File: config.mk
export PLATFORM = sky130hd
export DESIGN_NAME = round_sequencer
export DESIGN_NICKNAME = d
export VERILOG_FILES = /design/src/rtl/game_pkg.sv /design/src/rtl/tick_gen.sv /design/src/rtl/round_sequencer.sv
export SDC_FILE = /design/constraint.sdc
export NUM_CORES = 1
export LEC_CHECK = 0
export CORE_MARGIN = 1.5
export CORE_UTILIZATION = 63
export DETAILED_ROUTE_END_ITERATION = 8
export PLACE_DENSITY = 0.85
export SLEW_MARGIN = 20
export SYNTH_ARGS = -nofsm -noshare
export SYNTH_HDL_FRONTEND = slang
export SYNTH_SLANG_ARGS = --single-unit
File: constraint.sdc
create_clock -name clk -period 4.8 [get_ports clk]
set_clock_uncertainty 0.2 [all_clocks]
set_input_delay 0.96 -clock clk [delete_from_list [all_inputs] [get_ports clk]]
set_output_delay 0.96 -clock clk [all_outputs]
set_load 0.05 [all_outputs]
File: src/rtl/game_pkg.sv
// Shared game definitions: doll-phase state codes, winner codes and the start distance.
// Pure declarations plus one combinational helper; no clocked logic and no flow control.
package game_pkg;

  typedef enum logic [2:0] {
    ST_IDLE  = 3'd0,
    ST_READY = 3'd1,
    ST_GREEN = 3'd2,
    ST_TURN  = 3'd3,
    ST_RED   = 3'd4,
    ST_OVER  = 3'd5
  } state_t;

  localparam logic [1:0] WIN_NONE = 2'b00;
  localparam logic [1:0] WIN_P1   = 2'b01;
  localparam logic [1:0] WIN_P2   = 2'b10;
  localparam logic [1:0] WIN_TIE  = 2'b11;

  localparam logic [4:0] POS_START = 5'd26;

  // Time-out verdict: among live players the one closer to the line wins.
  function automatic logic [1:0] timeout_winner(input logic [4:0] p1, input logic [4:0] p2,
                                                input logic d1, input logic d2);
    logic [1:0] res;
    res = WIN_NONE;
    if (!d1 && !d2) begin
      if (p1 < p2)      res = WIN_P1;
      else if (p2 < p1) res = WIN_P2;
      else              res = WIN_TIE;
    end else if (!d1) begin
      res = WIN_P1;
    end else if (!d2) begin
      res = WIN_P2;
    end
    return res;
  endfunction

endpackage

File: src/rtl/tick_gen.sv
// Clock divider: one-cycle tick every DIV cycles, restartable by a synchronous clear.
// tick is combinational from the count (asserted on the wrap cycle); no backpressure.
module tick_gen #(
  parameter int DIV = 10_000_000
) (
  input  logic clk,
  input  logic rst,
  input  logic clr,
  output logic tick
);

  localparam int W = (DIV > 1) ? $clog2(DIV) : 1;

  logic [W-1:0] cnt;

  assign tick = (cnt == W'(DIV - 1));

  always_ff @(posedge clk or negedge rst) begin
    if (!rst) begin
      cnt <= '0;
    end else if (clr || tick) begin
      cnt <= '0;
    end else begin
      cnt <= cnt + W'(1);
    end
  end

endmodule

File: src/rtl/round_sequencer.sv
// Round flow for "1-2-3 wooden man": countdown, green/turn/red doll phases, game clock, end/winner.
// All outputs registered (change one cycle after the deciding edge); start ignored while a round runs.
module round_sequencer
  import game_pkg::*;
#(
  parameter int TICK_DIV   = 10_000_000,
  parameter int SEC_TICKS  = 10,
  parameter int GREEN_MIN  = 15,
  parameter int TURN_TICKS = 5,
  parameter int RED_TICKS  = 30,
  parameter int GAME_SEC   = 60
) (
  input  logic       clk,
  input  logic       rst,
  input  logic       start,
  input  logic [4:0] p1_pos,
  input  logic [4:0] p2_pos,
  input  logic       p1_die,
  input  logic       p2_die,
  output logic       round_rst,
  output logic       en,
  output logic       allow,
  output logic [2:0] phase,
  output logic [1:0] countdown,
  output logic [7:0] time_left,
  output logic [1:0] winner
);

  localparam int PW = 8;

  state_t        state;
  state_t        nxt;
  logic [1:0]    nxt_win;
  logic          tick;
  logic          tick_clr;
  logic          running;
  logic          sec_last;
  logic          p1_zero;
  logic          p2_zero;
  logic [PW-1:0] ph_cnt;
  logic [PW-1:0] green_len;
  logic [7:0]    sec_sub;
  logic [7:0]    lfsr;

  assign phase    = state;
  assign running  = (state == ST_GREEN) || (state == ST_TURN) || (state == ST_RED);
  assign sec_last = tick && (sec_sub == 8'(SEC_TICKS - 1));
  assign p1_zero  = (p1_pos == 5'd0);
  assign p2_zero  = (p2_pos == 5'd0);
  // Every state entry restarts the divider so each phase is a whole number of ticks.
  assign tick_clr = (nxt != state);

  tick_gen #(
    .DIV (TICK_DIV)
  ) u_tick (
    .clk  (clk),
    .rst  (rst),
    .clr  (tick_clr),
    .tick (tick)
  );

  always_comb begin
    nxt     = state;
    nxt_win = winner;
    case (state)
      ST_IDLE:  if (start) nxt = ST_READY;
      ST_READY: if (sec_last && countdown == 2'd1) nxt = ST_GREEN;
      ST_GREEN: if (tick && ph_cnt == green_len - PW'(1)) nxt = ST_TURN;
      ST_TURN:  if (tick && ph_cnt == PW'(TURN_TICKS - 1)) nxt = ST_RED;
      ST_RED:   if (tick && ph_cnt == PW'(RED_TICKS - 1)) nxt = ST_GREEN;
      ST_OVER: begin
        if (start) begin
          nxt     = ST_READY;
          nxt_win = WIN_NONE;
        end
      end
      default:  nxt = ST_IDLE;
    endcase
    // End checks override any phase change decided above.
    if (running) begin
      if (p1_zero || p2_zero) begin
        nxt     = ST_OVER;
        nxt_win = {p2_zero, p1_zero};
      end else if (p1_die && p2_die) begin
        nxt     = ST_OVER;
        nxt_win = WIN_NONE;
      end else if (time_left == 8'd0) begin
        nxt     = ST_OVER;
        nxt_win = timeout_winner(p1_pos, p2_pos, p1_die, p2_die);
      end
    end
  end

  always_ff @(posedge clk or negedge rst) begin
    if (!rst) begin
      state     <= ST_IDLE;
      round_rst <= 1'b0;
      en        <= 1'b0;
      allow     <= 1'b0;
      countdown <= 2'd0;
      time_left <= 8'(GAME_SEC);
      winner    <= WIN_NONE;
      ph_cnt    <= '0;
      green_len <= '0;
      sec_sub   <= 8'd0;
      lfsr      <= 8'hA5;
    end else begin
      lfsr      <= {lfsr[6:0], lfsr[7] ^ lfsr[5] ^ lfsr[4] ^ lfsr[3]};
      state     <= nxt;
      winner    <= nxt_win;
      round_rst <= (nxt == ST_READY) && (state != ST_READY);
      en        <= (nxt == ST_GREEN) || (nxt == ST_RED);
      allow     <= (nxt == ST_GREEN);

      if (tick_clr) begin
        ph_cnt <= '0;
      end else if (tick) begin
        ph_cnt <= ph_cnt + PW'(1);
      end

      if (nxt == ST_GREEN && state != ST_GREEN) begin
        green_len <= PW'(GREEN_MIN) + PW'(lfsr[3:0]);
      end

      if (nxt != ST_READY) begin
        countdown <= 2'd0;
      end else if (state != ST_READY) begin
        countdown <= 2'd3;
      end else if (sec_last) begin
        countdown <= countdown - 2'd1;
      end

      if (state == ST_READY && nxt == ST_GREEN) begin
        time_left <= 8'(GAME_SEC);
      end else if (running && sec_last && time_left != 8'd0) begin
        time_left <= time_left - 8'd1;
      end

      // The seconds sub-counter serves both the READY digits and the game clock.
      if ((nxt == ST_READY && state != ST_READY) || (state == ST_READY && nxt == ST_GREEN)) begin
        sec_sub <= 8'd0;
      end else if (tick && (running || state == ST_READY)) begin
        sec_sub <= sec_last ? 8'd0 : sec_sub + 8'd1;
      end
    end
  end

endmodule

Yosys cells after proc, flatten, opt, wreduce, memory -nomap -nowiden
Cells that the tools add are included.
Widths: inputs -> output; s select.
{"block": "classes", "magnitude_cmp": 2, "n_reduce_logical": 32, "add_sub_neg": 7, "bitwise": 3, "eq_ne": 18, "mux": 32}
{"cell": "$mux 8", "n": 7}
{"cell": "$mux 3", "n": 9}
{"cell": "$mux 2", "n": 13}
{"cell": "$add 24x1->24 const B", "n": 1}
{"cell": "$eq 24x24->1 const B", "n": 1}
{"cell": "$mux 24", "n": 1}
{"cell": "$add 8x1->8 const B", "n": 2}
{"cell": "$sub 8x1->8 const B", "n": 2}
{"cell": "$pmux 3 s5", "n": 1}
{"cell": "$logic_and 1x1->1", "n": 13}
{"cell": "$logic_not 5->1", "n": 2}
{"cell": "$lt 5x5->1", "n": 2}
{"cell": "$eq 3x2->1 const B", "n": 3}
{"cell": "$eq 3x3->1 const B", "n": 3}
{"cell": "$eq 8x3->1 const B", "n": 1}
{"cell": "$eq 8x4->1 const B", "n": 1}
{"cell": "$eq 8x5->1 const B", "n": 1}
{"cell": "$eq 8x8->1", "n": 1}
{"cell": "$logic_not 8->1", "n": 1}
{"cell": "$reduce_bool 8->1", "n": 1}
{"cell": "$logic_or 1x1->1", "n": 7}
{"cell": "$eq 3x1->1 const B", "n": 2}
{"cell": "$ne 3x1->1 const B", "n": 2}
{"cell": "$reduce_bool 2->1", "n": 3}
{"cell": "other kinds (11)", "n": 14}
{"block": "totals", "ff_bits": 74, "out_inout_bits": 18, "elab_cells": 106, "inputBits": 15}

Depth between registers and ports, before layout
{"block": "depth", "depth_word": 13, "mapped_depth": 9, "depth_no_buf": 8}

Modules after synthesis
From an unflattened synthesis, not the netlist that was laid out.
{"block": "hier_totals", "cells_unflattened": 417, "hier_area_um2": 4051.4}
{"mod": "round_sequencer", "seq_area_each_um2": 1186.1, "area_each_um2": 2826.5, "cells_each": 287, "instances": 1}
{"mod": "tick_gen", "seq_area_each_um2": 600.6, "area_each_um2": 1224.9, "cells_each": 130, "instances": 1}

Worst setup path before layout
OpenSTA, ideal clock, no wires.
{"block": "synth_timing", "path_type": "flip-flop to flip-flop", "startpoint": "register time_left[0]", "endpoint": "register u_tick.cnt[0]", "setup_slack_ns": 1.863, "n_path_buf": 1, "arrival_ns": 2.600, "path_stages_with_launch": 10, "t_required_ns": 4.463, "cell_sequence": "dfrtp_1 inv_1 ha_1 nor3b_1 and2_1 o41ai_1 o211ai_1 a22oi_1 buf_4 nor4_1"}
{"block": "synth_via", "elab_chain_cells": 8}
{"element": "start: declaration", "line": "round_sequencer.sv:25", "rtl": "output logic [7:0] time_left,"}
{"element": "start signal: assignment", "line": "round_sequencer.sv:101", "rtl": "time_left <= 8'(GAME_SEC);"}
{"element": "start signal: assignment", "line": "round_sequencer.sv:134", "rtl": "time_left <= 8'(GAME_SEC);"}
{"element": "start signal: assignment", "line": "round_sequencer.sv:136", "rtl": "time_left <= time_left - 8'd1;"}
{"element": "$logic_not 8->1", "line": "round_sequencer.sv:87", "rtl": "end else if (time_left == 8'd0) begin"}
{"element": "$mux 3", "line": "round_sequencer.sv:87"}
{"element": "$mux 3", "line": "round_sequencer.sv:84", "rtl": "end else if (p1_die && p2_die) begin"}
{"element": "$mux 3", "line": "round_sequencer.sv:81", "rtl": "if (p1_zero || p2_zero) begin"}
{"element": "$mux 3", "line": "round_sequencer.sv:80", "rtl": "if (running) begin"}
{"element": "$ne 3x3->1", "line": "round_sequencer.sv:51", "rtl": "assign tick_clr = (nxt != state);"}
{"element": "$logic_or 1x1->1", "line": "tick_gen.sv:21", "rtl": "end else if (clr || tick) begin"}
{"element": "$mux 24", "line": "tick_gen.sv:21"}
{"element": "end signal: assignment", "line": "tick_gen.sv:24", "rtl": "cnt <= cnt + W'(1);"}
{"element": "end: declaration", "line": "tick_gen.sv:14", "rtl": "logic [W-1:0] cnt;"}
Every way passes these cells.
A chain may end at the register's enable or synchronous reset.

Final worst setup path
{"block": "layout_timing", "startpoint": "input p1_pos[0]", "endpoint": "register sec_sub[2]"}
{"block": "layout_via", "elab_chain_cells": 8, "word_cells_on_any_way": 11, "classes_between": "eq/ne (2); mux (3); reduce/logical (6)"}
{"element": "start: declaration", "line": "round_sequencer.sv:16", "rtl": "input logic [4:0] p1_pos,"}
{"element": "$logic_not 5->1 *", "line": "round_sequencer.sv:48", "rtl": "assign p1_zero = (p1_pos == 5'd0);"}
{"element": "$logic_or 1x1->1 *", "line": "round_sequencer.sv:81"}
{"element": "$mux 3 *", "line": "round_sequencer.sv:81"}
{"element": "$mux 3 *", "line": "round_sequencer.sv:80"}
{"element": "$eq 3x1->1 / $eq 3x2->1 (equally long branches)", "line": "round_sequencer.sv:140", "rtl": "if ((nxt == ST_READY && state != ST_READY) || (state == ST_READY && nxt == ST_GREEN)) begin"}
{"element": "$logic_and 1x1->1", "line": "round_sequencer.sv:140"}
{"element": "$logic_or 1x1->1 *", "line": "round_sequencer.sv:140"}
{"element": "$mux 8 / $reduce_bool 2->1 (equally long branches)"}
{"element": "end signal: assignment", "line": "round_sequencer.sv:143", "rtl": "sec_sub <= sec_last ? 8'd0 : sec_sub + 8'd1;"}
{"element": "end: declaration", "line": "round_sequencer.sv:42", "rtl": "logic [7:0] sec_sub;"}
Mark *: on every way between the ends. The rest lies on a longest branch, timed or not.

==> results.txt <==
Multi-input gate area = 2230 sq um
Setup Fix Bufs, Post-CTS = 0
Max-cap violations = 0
CP Data Required Time = 4.81 ns
Number of port buffers = 32
CTS tree = done
Seq/Total Area, Yosys = 0.430
CP Data Arrival Time = 3.35 ns
Largest net degree at the start of global routing = 48
Clock Sinks = 71
Number of flops mapped to enable cells by yosys = 0
Synthesized area = 4150 sq um
I/O pin total = 33
Synth cell types = 59
Worst path cell trace = clkdlybuf4s50_1, or4_1, nor2_1, o41ai_1, o31a_1, and3_1, a31oi_1
Crit end category = register
Outcome = finished clean
Crit Path Class = primary input to register
Cells after synthesis = 417
Slew HR = 0.427
Synthesis Warnings = 0
Synth area leaders = dfrtp_1 38%, xor2_1 7.2%, dfstp_2 5.1%
PD cells = 272 nW/um^2
Drt initial violations = 231
Post-route ant nets = 0
Core ar. = 6350 sq um
Synth Register Bits = 71
Placer Congestion = 0.896
Layout cells sized above 1 = 0.115
DR vias = 3328
Setup ws final = 1.47 ns
Worst-Margin Slew = 0.848 ns
Clock root cell = clkbuf_8
Crit-path max cell delay = 0.81 ns
Max Slew Vio Count = 0
First-pass GRT wire length = 15800 um
RSZ-0062 raised after global routing = no
Cell row count = 29
# nets final = 479
Slowest-stage cell, CP = o41ai_1
CP Max Fanout = 12
Die X = 84.2 um
Syn nets = 447
Die area = 7090 sq um
Reg2reg setup slack = 1.72 ns
Vias in the first global route = 3274
Wire length per cell = 17.1 um
Antenna violations before repair = 0
Clk_lat worst skew = 0.36 ns
Syn_area_per_cell = 9.96 sq um
Hpwl dp = 6420 um
CTS Buffer Depth = 2
F_max = 0.300 GHz
Worst-path clk slew = 0.07 ns
Total track usage = 0.278
Final Hold Fails = 0
Period utilization = 0.694
N_diodes = 0
Post-CTS Hold Buffers = 0
Max IR drop VDD = 0.269 mV
Post-route DRC = 0
DR vias/cell = 6.27
Pre-antenna DRT Iters = 5
Worst hold path class = register to register
Htree depth = 3
Asr flop ratio synth = 1.00
Yosys top cell area share = 0.380
Fillers = 452
Final min period = 3.33 ns
FF/Latch Area = 1790 sq um
Launching element type of the critical path = primary input
Die span in y = 84.2 um
Global route total overflow = 0
Post-place setup slack = 1.12 ns
Setup TNS = 0 ns
Post-cts sizing count = 0
Static leakage = 1.96 nW
Starting density of the core = 0.654
Num CTS Buffers = 9
Final Setup Violations = 0
Ys flop type = dfrtp_1
Area grow syn2layout = 13.6%
Synth area leader = dfrtp_1
Total wire length = 9070 um
[report_power, final]
| group | total (mW) | internal (mW) | switching [mW] |
|---|---|---|---|
| clock network | 0.467 | 0.240 | 0.226 |
| registers | 0.674 | 0.634 | 0.0399 |
| logic | 0.143 | 0.0656 | 0.0773 |
| total | 1.28 | 0.940 | 0.344 |
[stage by stage]
| step | cells | total power, mW | hold WS, ns | area [sq um] | util |
|---|---|---|---|---|---|
| final | 531 | 1.28 | 0.172 | 4720 | 0.743 |
| after global placement | 515 | 0.816 | 0.138 | 4530 | 0.713 |
| after floorplan | 417 | 0.771 | 0.133 | 4150 | - |
| after detailed placement | 515 | 0.826 | 0.155 | 4530 | 0.713 |
| after CTS | 531 | 1.29 | 0.180 | 4720 | 0.743 |
| after global routing | 531 | 1.34 | 0.178 | 4720 | 0.743 |
[synthesized netlist by cell type (3+ instances only)]
library cell	number
and2_1	7
or4_1	3
and4_1	4
o21ai_0	5
buf_2	9
xnor2_1	20
inv_1	15
nor2b_1	4
dfrtp_1	63
nor4b_1	3
dfstp_2	8
xor2_1	34
ha_1	15
nand2_1	30
a31oi_1	9
nand2b_1	3
clkbuf_1	4
nor3b_1	6
o21a_1	5
a21oi_1	7
mux2i_1	4
nand3_1	20
nor4_1	6
nand4_1	14
nor4_2	9
nor2_1	23
nor3_1	36
and3_1	11
[cell usage in the layout (no fill, tap or decap), drive strengths merged, types with 8 or more instances in the layout]
cell type	Yosys	final
nand3	20	20
dfstp	8	8
clkdlybuf4s50	0	31
nand2	30	30
nand4	16	16
clkbuf	4	11
xnor2	20	20
dfrtp	63	63
xor2	34	34
and3	11	11
inv	15	15
nor3	37	37
a31oi	9	9
nor2	24	24
ha	15	15
nor4	15	15
[flip-flops by register name, summed over array words and instances (netlist names)]
register    cells
u_tick.cnt     24
allow           1
green_len       5
phase           3
time_left       8
lfsr            8
sec_sub         8
round_rst       1
winner          2
en              1
countdown       2
ph_cnt          8
[worst max-delay path, delay by kind of cell]
family | cells | cell delay (ns)
buffers and inverters | 1 | 0.49
AO/OA/AOI/OAI | 3 | 1.25
AND/OR/NAND/NOR | 3 | 0.65
[kinds of logic after synthesis]
| family | synth area share |
|---|---|
| AO/OA/AOI/OAI | 0.0798 |
| XOR/XNOR | 0.114 |
| adder cells (fa/ha/maj) | 0.0452 |
| buffers and inverters | 0.0343 |
| flip-flops | 0.430 |
| multiplexers | 0.0151 |
| AND/OR/NAND/NOR | 0.282 |
[final timing paths]
path,depth (start not counted),from,to
worst max-delay path,7,p1_pos[0],sec_sub[2]
worst min-delay path,0,lfsr[6],lfsr[7]
worst max register to register,8,u_tick.cnt[0],u_tick.cnt[10]
worst min register to register,0,lfsr[6],lfsr[7]
max in group asynchronous,2,rst,phase[1]
min in group asynchronous,1,rst,u_tick.cnt[20]
[routing by layer]
layer	share of wire	routed length, um	GRT usage	up-vias
li1	-	-	-	1582
met1	0.45	4120	0.393	1634
met2	0.48	4380	0.436	99
met3	0.050	454	0.0492	13
met4	0.014	125	0.103	0
met5	0	0	0	-
[final cells by class]
| type | instances | area share |
|---|---|---|
| Tap cell | 77 | 0.0204 |
| Timing Repair Buffer | 37 | 0.0748 |
| Inverter | 15 | 0.0119 |
| Clock buffer | 11 | 0.0279 |
| Clock inverter | 5 | 0.0125 |
| Multi-Input combinational cell | 315 | 0.474 |
| Sequential cell | 71 | 0.379 |
Note: power is estimated with default switching activity, not from simulation.
